===== src/rtl/multicycle_datapath_pkg.sv =====
// Shared encodings for the 16-bit multi-cycle datapath: ALU B-source selects, ALU function codes,
// opcodes and instruction field positions.
package multicycle_datapath_pkg;

  typedef enum logic [1:0] {
    SrcBReg  = 2'b00,
    SrcBOne  = 2'b01,
    SrcBImm  = 2'b10,
    SrcBZero = 2'b11
  } srcb_e;

  localparam logic [3:0] FN_ADD = 4'b0000;
  localparam logic [3:0] FN_SUB = 4'b0001;
  localparam logic [3:0] FN_AND = 4'b0010;
  localparam logic [3:0] FN_OR  = 4'b0011;
  localparam logic [3:0] FN_XOR = 4'b0100;
  localparam logic [3:0] FN_SLT = 4'b0101;
  localparam logic [3:0] FN_SHL = 4'b0110;
  localparam logic [3:0] FN_SHR = 4'b0111;

  localparam logic [2:0] OP_ADD  = 3'b001;
  localparam logic [2:0] OP_ADDI = 3'b010;
  localparam logic [2:0] OP_LW   = 3'b011;
  localparam logic [2:0] OP_SW   = 3'b100;
  localparam logic [2:0] OP_BEQ  = 3'b101;
  localparam logic [2:0] OP_NOP  = 3'b110;

  localparam int OP_HI = 15;
  localparam int OP_LO = 13;
  localparam int RD_HI = 12;
  localparam int RD_LO = 10;
  localparam int RS_HI = 9;
  localparam int RS_LO = 7;
  localparam int RT_HI = 6;
  localparam int RT_LO = 4;
  localparam int FN_HI = 3;
  localparam int FN_LO = 0;

  function automatic logic [15:0] sext7(input logic [6:0] v);
    return {{9{v[6]}}, v};
  endfunction

endpackage


===== src/rtl/multicycle_datapath_reg_file.sv =====
// Register file: two asynchronous read ports, one synchronous write port; r0 is hardwired to zero.
module multicycle_datapath_reg_file #(
  parameter int unsigned NREGS = 8,
  parameter int unsigned DW    = 16
) (
  input  logic                     i_clk,
  input  logic                     i_rst,
  input  logic                     i_we,
  input  logic [$clog2(NREGS)-1:0] i_waddr,
  input  logic [DW-1:0]            i_wdata,
  input  logic [$clog2(NREGS)-1:0] i_raddr_a,
  input  logic [$clog2(NREGS)-1:0] i_raddr_b,
  output logic [DW-1:0]            o_rdata_a,
  output logic [DW-1:0]            o_rdata_b
);

  logic [DW-1:0] r_regs [NREGS];

  always_ff @(posedge i_clk or posedge i_rst) begin
    if (i_rst) begin
      r_regs <= '{default: '0};
    end else if (i_we && (i_waddr != '0)) begin
      r_regs[i_waddr] <= i_wdata;
    end
  end

  assign o_rdata_a = (i_raddr_a == '0) ? '0 : r_regs[i_raddr_a];
  assign o_rdata_b = (i_raddr_b == '0) ? '0 : r_regs[i_raddr_b];

endmodule


===== src/rtl/multicycle_datapath.sv =====
// Datapath half of the multi-cycle CPU: PC/IR/MDR/A/B/ALUOut, register file and ALU, steered
// entirely by the control FSM's per-state strobes.
module multicycle_datapath
  import multicycle_datapath_pkg::*;
#(
  parameter int unsigned   DW       = 16,
  parameter int unsigned   NREGS    = 8,
  parameter logic [DW-1:0] RESET_PC = '0
) (
  input  logic          clk,
  input  logic          reset,
  input  logic          IorD,
  input  logic          MemWrite,
  input  logic          IRWrite,
  input  logic          MemtoReg,
  input  logic          Immsel,
  input  logic          RegWrite,
  input  logic          ALUSrcA,
  input  logic [1:0]    ALUsrcB,
  input  logic          PCsrc,
  input  logic          Branch,
  input  logic          PCWrite,
  input  logic          ALUctrl,
  output logic [2:0]    opcode,
  output logic [3:0]    func,
  output logic [DW-1:0] mem_addr,
  output logic [DW-1:0] mem_wdata,
  output logic          mem_we,
  input  logic [DW-1:0] mem_rdata,
  output logic [DW-1:0] pc_dbg
);

  logic [DW-1:0] r_pc, r_ir, r_mdr, r_a, r_b, r_aluout;
  logic [DW-1:0] w_rd_a, w_rd_b, w_wdata, w_imm, w_src_a, w_src_b, w_alu, w_pc_next;
  logic [6:0]    w_imm7;
  logic [3:0]    w_fn;
  logic          w_lt, w_zero;

  multicycle_datapath_reg_file #(
    .NREGS(NREGS),
    .DW   (DW)
  ) u_reg_file (
    .i_clk    (clk),
    .i_rst    (reset),
    .i_we     (RegWrite),
    .i_waddr  (r_ir[RD_HI:RD_LO]),
    .i_wdata  (w_wdata),
    .i_raddr_a(r_ir[RS_HI:RS_LO]),
    .i_raddr_b(r_ir[RT_HI:RT_LO]),
    .o_rdata_a(w_rd_a),
    .o_rdata_b(w_rd_b)
  );

  assign w_wdata = MemtoReg ? r_mdr : r_aluout;

  // Store/branch offsets are split around the rs/rt fields.
  assign w_imm7 = Immsel ? {r_ir[RD_HI:RD_LO], r_ir[FN_HI:FN_LO]} : r_ir[6:0];
  assign w_imm  = sext7(w_imm7);

  assign w_src_a = ALUSrcA ? r_a : r_pc;

  always_comb begin
    w_src_b = r_b;
    unique case (srcb_e'(ALUsrcB))
      SrcBReg:  w_src_b = r_b;
      SrcBOne:  w_src_b = DW'(1);
      SrcBImm:  w_src_b = w_imm;
      SrcBZero: w_src_b = '0;
    endcase
  end

  assign w_lt = $signed(w_src_a) < $signed(w_src_b);
  assign w_fn = ALUctrl ? FN_ADD : (Branch ? FN_SUB : r_ir[FN_HI:FN_LO]);

  always_comb begin
    w_alu = '0;
    case (w_fn)
      FN_ADD:  w_alu = w_src_a + w_src_b;
      FN_SUB:  w_alu = w_src_a - w_src_b;
      FN_AND:  w_alu = w_src_a & w_src_b;
      FN_OR:   w_alu = w_src_a | w_src_b;
      FN_XOR:  w_alu = w_src_a ^ w_src_b;
      FN_SLT:  w_alu = {{(DW-1){1'b0}}, w_lt};
      FN_SHL:  w_alu = w_src_a << w_src_b[3:0];
      FN_SHR:  w_alu = w_src_a >> w_src_b[3:0];
      default: w_alu = '0;
    endcase
  end

  assign w_zero    = (w_alu == '0);
  assign w_pc_next = PCsrc ? r_aluout : w_alu;

  always_ff @(posedge clk or posedge reset) begin
    if (reset) begin
      r_pc     <= RESET_PC;
      r_ir     <= '0;
      r_mdr    <= '0;
      r_a      <= '0;
      r_b      <= '0;
      r_aluout <= '0;
    end else begin
      r_mdr    <= mem_rdata;
      r_a      <= w_rd_a;
      r_b      <= w_rd_b;
      r_aluout <= w_alu;
      if (IRWrite) r_ir <= mem_rdata;
      if (PCWrite || (Branch && w_zero)) r_pc <= w_pc_next;
    end
  end

  assign opcode    = r_ir[OP_HI:OP_LO];
  assign func      = r_ir[FN_HI:FN_LO];
  assign mem_addr  = IorD ? r_aluout : r_pc;
  assign mem_wdata = r_b;
  assign mem_we    = MemWrite;
  assign pc_dbg    = r_pc;

endmodule


===== config.mk =====
export PLATFORM = sky130hd
export DESIGN_NAME = multicycle_datapath
export DESIGN_NICKNAME = d
export VERILOG_FILES = /design/src/rtl/multicycle_datapath_pkg.sv /design/src/rtl/multicycle_datapath_reg_file.sv /design/src/rtl/multicycle_datapath.sv
export SDC_FILE = /design/constraint.sdc
export NUM_CORES = 1
export LEC_CHECK = 0
export ABC_CLOCK_PERIOD_IN_PS = 12950
export CAP_MARGIN = 20
export CORE_UTILIZATION = 60
export DETAILED_ROUTE_END_ITERATION = 12
export PLACE_DENSITY = 0.82
export REMOVE_ABC_BUFFERS = 1
export SLEW_MARGIN = 0
export SYNTH_ARGS = -nofsm -noshare
export SYNTH_HDL_FRONTEND = slang
export SYNTH_SLANG_ARGS = --single-unit

===== constraint.sdc =====
create_clock -name clk -period 12.95 [get_ports clk]
set_input_delay 1.9425 -clock clk [delete_from_list [all_inputs] [get_ports clk]]
set_output_delay 1.9425 -clock clk [all_outputs]
set_load 0.005 [all_outputs]

# After elaboration in Yosys (flattened, before gate mapping)
# Index checks and enable logic that the tools add are counted.
# op_classes
add_sub_neg	2
magnitude_cmp	5
eq_ne	10
n_shift	2
n_mux	20
bitwise	6
n_reduce_logical	10
# op_table
operator	count
$mux W16	11
$bwmux W128	1
$pmux W16 S8	1
$bmux W16 S3	2
$pmux W16 S4	1
$demux W16 S3	1
$add A16 B16 Y16	1
$and A16 B16 Y16	1
$eq A4 B3 Y1 const B	4
$logic_not A16 Y1	1
$lt A16 B16 Y1	1
$or A16 B16 Y16	1
$shl A16 B4 Y16	1
$shr A16 B4 Y16	1
$sub A16 B16 Y16	1
$xor A16 B16 Y16	1
$ge A4 B4 Y1 const B	3
$not A3 Y4	3
$eq A4 B2 Y1 const B	2
$mux W4	2
$mux W7	1
$logic_not A3 Y1	2
$eq A2 B2 Y1 const B	2
$eq A4 B1 Y1 const B	1
7 further kinds	9
# word_totals
ff_bits	224
in_bits	31
output_inout_bits	56
elab_cells	69

# Depth between registers and ports, before layout
# depth
word_depth	7
mapped_depth	21
ltp_nobuf	16

# Modules after synthesis
# A second synthesis with hierarchy kept.
# unflattened
cells_unflattened	1328
hier_area_um2	14627.8
# modules_own_cells
module	n_inst	cells_each	area_each_um2	seq_area_each_um2
multicycle_datapath	1	883	8400.6	2402.3
multicycle_datapath_reg_file	1	445	6227.2	2802.7

# Worst setup path after synthesis
# OpenSTA, ideal clock, no wires.
# synth_path
kind	input port to flip-flop
from	input ALUsrcB[1]
to	register r_pc[0] (netlist: pc_dbg[0])
setup_time_ps	125
arrival_time_ps	6447
t_required_ps	12825
path_slack_ps	6378
stages	21
n_path_buf	6
path_cell_list	buf_4 buf_2 a2bb2oi_2 buf_2 buf_2 buf_2 ha_1 inv_1 fa_1 o21ba_2 o21bai_1 nor2_1 o32ai_1 nand4_1 a211o_1 nor4_1 and4b_1 nand4bb_1 o41ai_4 buf_6 mux2_4
# synth_between
elab_chain_cells	7
word_cells_on_any_way	18
cone_classes	2 x add/sub; 1 x order compare; 3 x eq/ne; 2 x shift; 3 x mux; 3 x bitwise; 4 x reduce/logical
# synth_rtl
item	line_no	text
start, declared	multicycle_datapath.sv:19	input logic [1:0] ALUsrcB,
$eq A2 B2 Y1, or another cell as far along	multicycle_datapath.sv:64	unique case (srcb_e'(ALUsrcB))
$pmux W16 S4 *	multicycle_datapath.sv:64	
$sub A16 B16 Y16, or another cell as far along	multicycle_datapath.sv:79	FN_SUB: w_alu = w_src_a - w_src_b;
$pmux W16 S8 *	multicycle_datapath.sv:77	case (w_fn)
named net w_alu[4]	multicycle_datapath.sv:34	logic [DW-1:0] w_rd_a, w_rd_b, w_wdata, w_imm, w_src_a, w_src_b, w_alu, w_pc_next;
$logic_not A16 Y1 *	multicycle_datapath.sv:90	assign w_zero = (w_alu == '0);
$logic_and A1 B1 Y1 *	multicycle_datapath.sv:107	if (PCWrite || (Branch && w_zero)) r_pc <= w_pc_next;
$logic_or A1 B1 Y1 *	multicycle_datapath.sv:107	
end signal, assigned	multicycle_datapath.sv:107	
end, declared	multicycle_datapath.sv:33	logic [DW-1:0] r_pc, r_ir, r_mdr, r_a, r_b, r_aluout;
# The timed path passes the listed nets; every way through them passes the cells marked *.
# A chain may end at the register's enable or synchronous reset.

# Final worst setup path
# layout_path
from	input ALUsrcB[1]
to	register r_pc[15] (netlist: pc_dbg[15])
# The elaborated chain is that of the path after synthesis.

==> flow_metrics.py <==
metrics = {
    "run_status": {
        "status": "complete, but fails checks",
        "violations": "DRC",
    },
    "logic_synthesis": {
        "synthArstFlopShare_pct": 100,
        "synth_xor_area_share_pct": 0.649,
        "synth-simple-area-share_pct": 12.6,
        "yosysWarnings": 0,
        "synth_top_family_by_area": "compound AO/OA/AOI/OAI gates",
        "synth_top_cell_by_area": "dfrtp_1",
        "synth_cell_types": 81,
        "postSynthAreaPerCell_sq_um": 9.68,
        "netlist_instances": 1395,
        "ys_seq_area_share_pct": 38.9,
        "synth_edf_count": 0,
        "synth_flop_cell": "dfrtp_1",
        "synth_top_area_share_pct": 38.9,
        "ys_top_cells_by_area": "dfrtp_1 (39%), mux2_2 (8.1%), mux4_2 (6.0%)",
        "synth-adder-area-share_pct": 4.93,
        "synthesis.area_sq_um": 13500,
        "synth.area.mux_share_pct": 18.2,
        "synth_compound_area_share_pct": 19.5,
        "synth_seq_cells": 210,
    },
    "clock_network": {
        "clk_pin_slew_worst_paths_ns": 0.06,
        "hold_buffers": 0,
        "cts_root_buf": "clkbuf_16",
        "cts_tree": "built",
        "htreeDepth": 1,
        "cts_max_path_buffers": 3,
        "clk_latency_ns": 0.53,
        "cts-resized-gates": 0,
        "numCtsBuffers": 24,
        "clkSinkCount": 210,
        "post-cts-setup-buffers": 0,
    },
    "global_routing": {
        "grt_max_degree": 136,
        "antenna_found_initial": 1,
        "grt_first_pass_wirelength_microns": 73700,
        "grt_pass1_vias": 11800,
        "overflow": 0,
        "grt_usage_pct": 42.5,
    },
    "die": {
        "core_area_sq_um": 22000,
        "fp.dieH_microns": 152,
        "num_rows": 54,
        "start_util_pct": 61.5,
        "fp.dieW_microns": 152,
        "dieArea_sq_um": 23100,
        "io_pins": 87,
    },
    "flow_run": {
        "cap_violations": 0,
    },
    "final_layout": {
        "area_delta_synth_final_pct": 13.6,
        "nets": 1511,
        "n_fill_cell": 1548,
        "multiInputGateArea_sq_um": 7580,
        "seqCellArea_sq_um": 5260,
        "fin_util_pct": 69.8,
        "drive_gt1_share_pct": 17.3,
        "antennaDiodeCount": 0,
    },
    "hold_path": {
        "hold_class": "reg2reg",
    },
    "critical_path": {
        "slowest_delay_ns": 0.92,
        "critical_path_class": "in2reg",
        "critPathMaxFanout": 26,
        "cp.required_ns": 13.35,
        "cp.arrival_ns": 8.59,
        "cp-end-kind": "flop",
        "path_cells": "clkdlybuf4s50_1 > mux2i_4 > nor2_2 > inv_1 > fa_1 > nor2_1 > o311a_1 > or4_1 > a21oi_2 > xnor2_1 > a221o_1 > nor4_2 > and4b_1 > nand4bb_1 > o41ai_4 > buf_4 > mux2_2",
        "critPathLaunchType": "primary input",
        "cp_slowest_cell": "clkdlybuf4s50_1",
    },
    "timing": {
        "slew_viol_final": 0,
        "finalSetupViolCount": 0,
        "fin_tns_setup_ns": 0,
        "final.min_clock_period_ns": 8.19,
        "finClkSkew_ns": 0.0200,
        "slew_headroom_pct": 22.1,
        "rsz0062_at_grt": "no",
        "finalCritPeriodShare_pct": 63.2,
        "fmax_mhz": 122,
        "hold_viol": 0,
        "whs_ns": 0.374,
        "fin_ws_ns": 4.76,
        "tightest_slew_ns": 1.16,
    },
    "pwr": {
        "switching_share_pct": 41.1,
        "p_int_w": 0.00202,
        "p_comb_share_pct": 46.6,
        "p_seq_share_pct": 33.3,
        "p_leak_nw": 6.43,
        "vdd_ir_drop_max_mv": 0.153,
        "clockPowerShare_pct": 20.1,
        "fin_total_pwr_w": 0.00343,
        "p_switching_w": 0.00141,
        "power_density_nw_per_um2": 224,
    },
    "drt": {
        "remaining_drc_errors": 4,
        "via_count": 12200,
        "wl_per_cell_microns": 28.6,
        "drt-initial-drc-count": 1653,
        "drtPass1Iterations": 9,
        "vias_per_cell": 7.10,
        "postRouteAntennaNets": 0,
        "route.final.wire_length_microns": 49200,
    },
    "place": {
        "place_hpwl_microns": 34700,
        "dp_worst_setup_slack_ns": 4.47,
        "gp_congestion": 1.03,
        "portBuffers": 84,
    },
}
-- sequential cells by signal, summed over array words and instances (netlist names) --
name and flops:
u_reg_file.r_regs 114, r_ir 16, r_a 16, pc_dbg 16
mem_wdata 16, r_mdr 16, r_aluout 16
-- Yosys cell counts, types with 16 or more instances --
master      n
mux4_2     36
clkbuf_1   75
nand2_1   124
a21oi_1   101
nor3_1     31
a211oi_1   16
mux2_2     97
dfrtp_1   210
ha_1       50
inv_1      50
o21ai_0   115
nor2_1    138
a221oi_1   25
mux2i_1    32
a22oi_1    25
-- cells in the final DEF (no fill, tap or decap), types with 12 or more instances in the layout --
master	Yosys	routed
nand3_1	15	15
mux4_2	36	36
a21oi_1	101	101
nor3_1	31	29
a221oi_1	25	25
mux2i_1	32	32
ha_1	50	50
o211ai_1	12	12
clkdlybuf4s50_1	0	84
dfrtp_1	210	208
clkbuf_16	0	25
mux2_2	97	97
nand2_1	124	124
inv_1	50	49
a22oi_1	25	25
a211oi_1	16	16
o21ai_0	115	115
buf_4	10	33
nor2_1	138	138
-- metal layers --
layer	track usage [%]	vias up	wire, microns
met3	6.99	209	4740
met4	24.8	2	3460
met2	67.9	801	22700
li1	-	5185	-
met5	0	-	13
met1	55.1	6044	18300
-- path summary, 6_finish.rpt --
kind / slack [ns] / to / from / cells after the start
max: 4.76 / pc_dbg[15]$_DFFE_PP0P_ / ALUsrcB[1] / 17
min: 0.37 / u_reg_file.r_regs[122]$_DFFE_PP0P_ / u_reg_file.r_regs[122]$_DFFE_PP0P_ / 0
max reg2reg: 6.72 / pc_dbg[15]$_DFFE_PP0P_ / r_ir[1]$_DFFE_PP0P_ / 17
min reg2reg: 0.37 / u_reg_file.r_regs[122]$_DFFE_PP0P_ / u_reg_file.r_regs[122]$_DFFE_PP0P_ / 0
max in group asynchronous: 9.46 / r_ir[7]$_DFFE_PP0P_ / reset / 3
min in group asynchronous: 1.97 / r_a[2]$_DFF_PP0_ / reset / 2
-- through the flow --
step / cell area (sq um) / cells
global route: 15300 / 1723
detailed placement: 14500 / 1680
CTS: 15300 / 1721
floorplan: 13000 / 1283
finish: 15300 / 1723
global placement: 14500 / 1680
-- power groups by stage --
stage / logic [W] / registers (W) / clock network [W]
after floorplan: 0.00100 / 0.00105 / 0
final: 0.00160 / 0.00114 / 0.000688
after global routing: 0.00170 / 0.00116 / 0.000715
after CTS: 0.00156 / 0.00113 / 0.000692
after detailed placement: 0.00154 / 0.00113 / 0
after global placement: 0.00151 / 0.00111 / 0
-- worst max-delay path, delay by kind of cell --
kind	cells	cell delay, ns
compound gates	4	1.69
simple gates	6	1.38
mux	2	1.02
xor+xnor	1	0.10
fa+ha+maj	1	0.41
buf+inv	3	2.02
-- cell type report --
class                           instances  share of cell area [%]
Clock buffer                           33                    4.54
Clock inverter                          8                   0.677
Inverter                               54                    1.37
Multi-Input combinational cell       1019                    49.5
Sequential cell                       210                    34.3
Tap cell                              280                    2.28
Timing Repair Buffer                  119                    7.38
-- cells by family (layout without fill, tap and decap cells) --
kind of cell               after synthesis  count (layout)
AOI/OAI and AO/OA                      405             405
and+or+nand+nor                        373             373
DFF                                    210             210
muxes                                  179             179
buffers and inverters                  166             214
adders and majority gates               52              52
xor gates and xnor gates                10              10
Note: power is estimated with default switching activity, not from simulation.
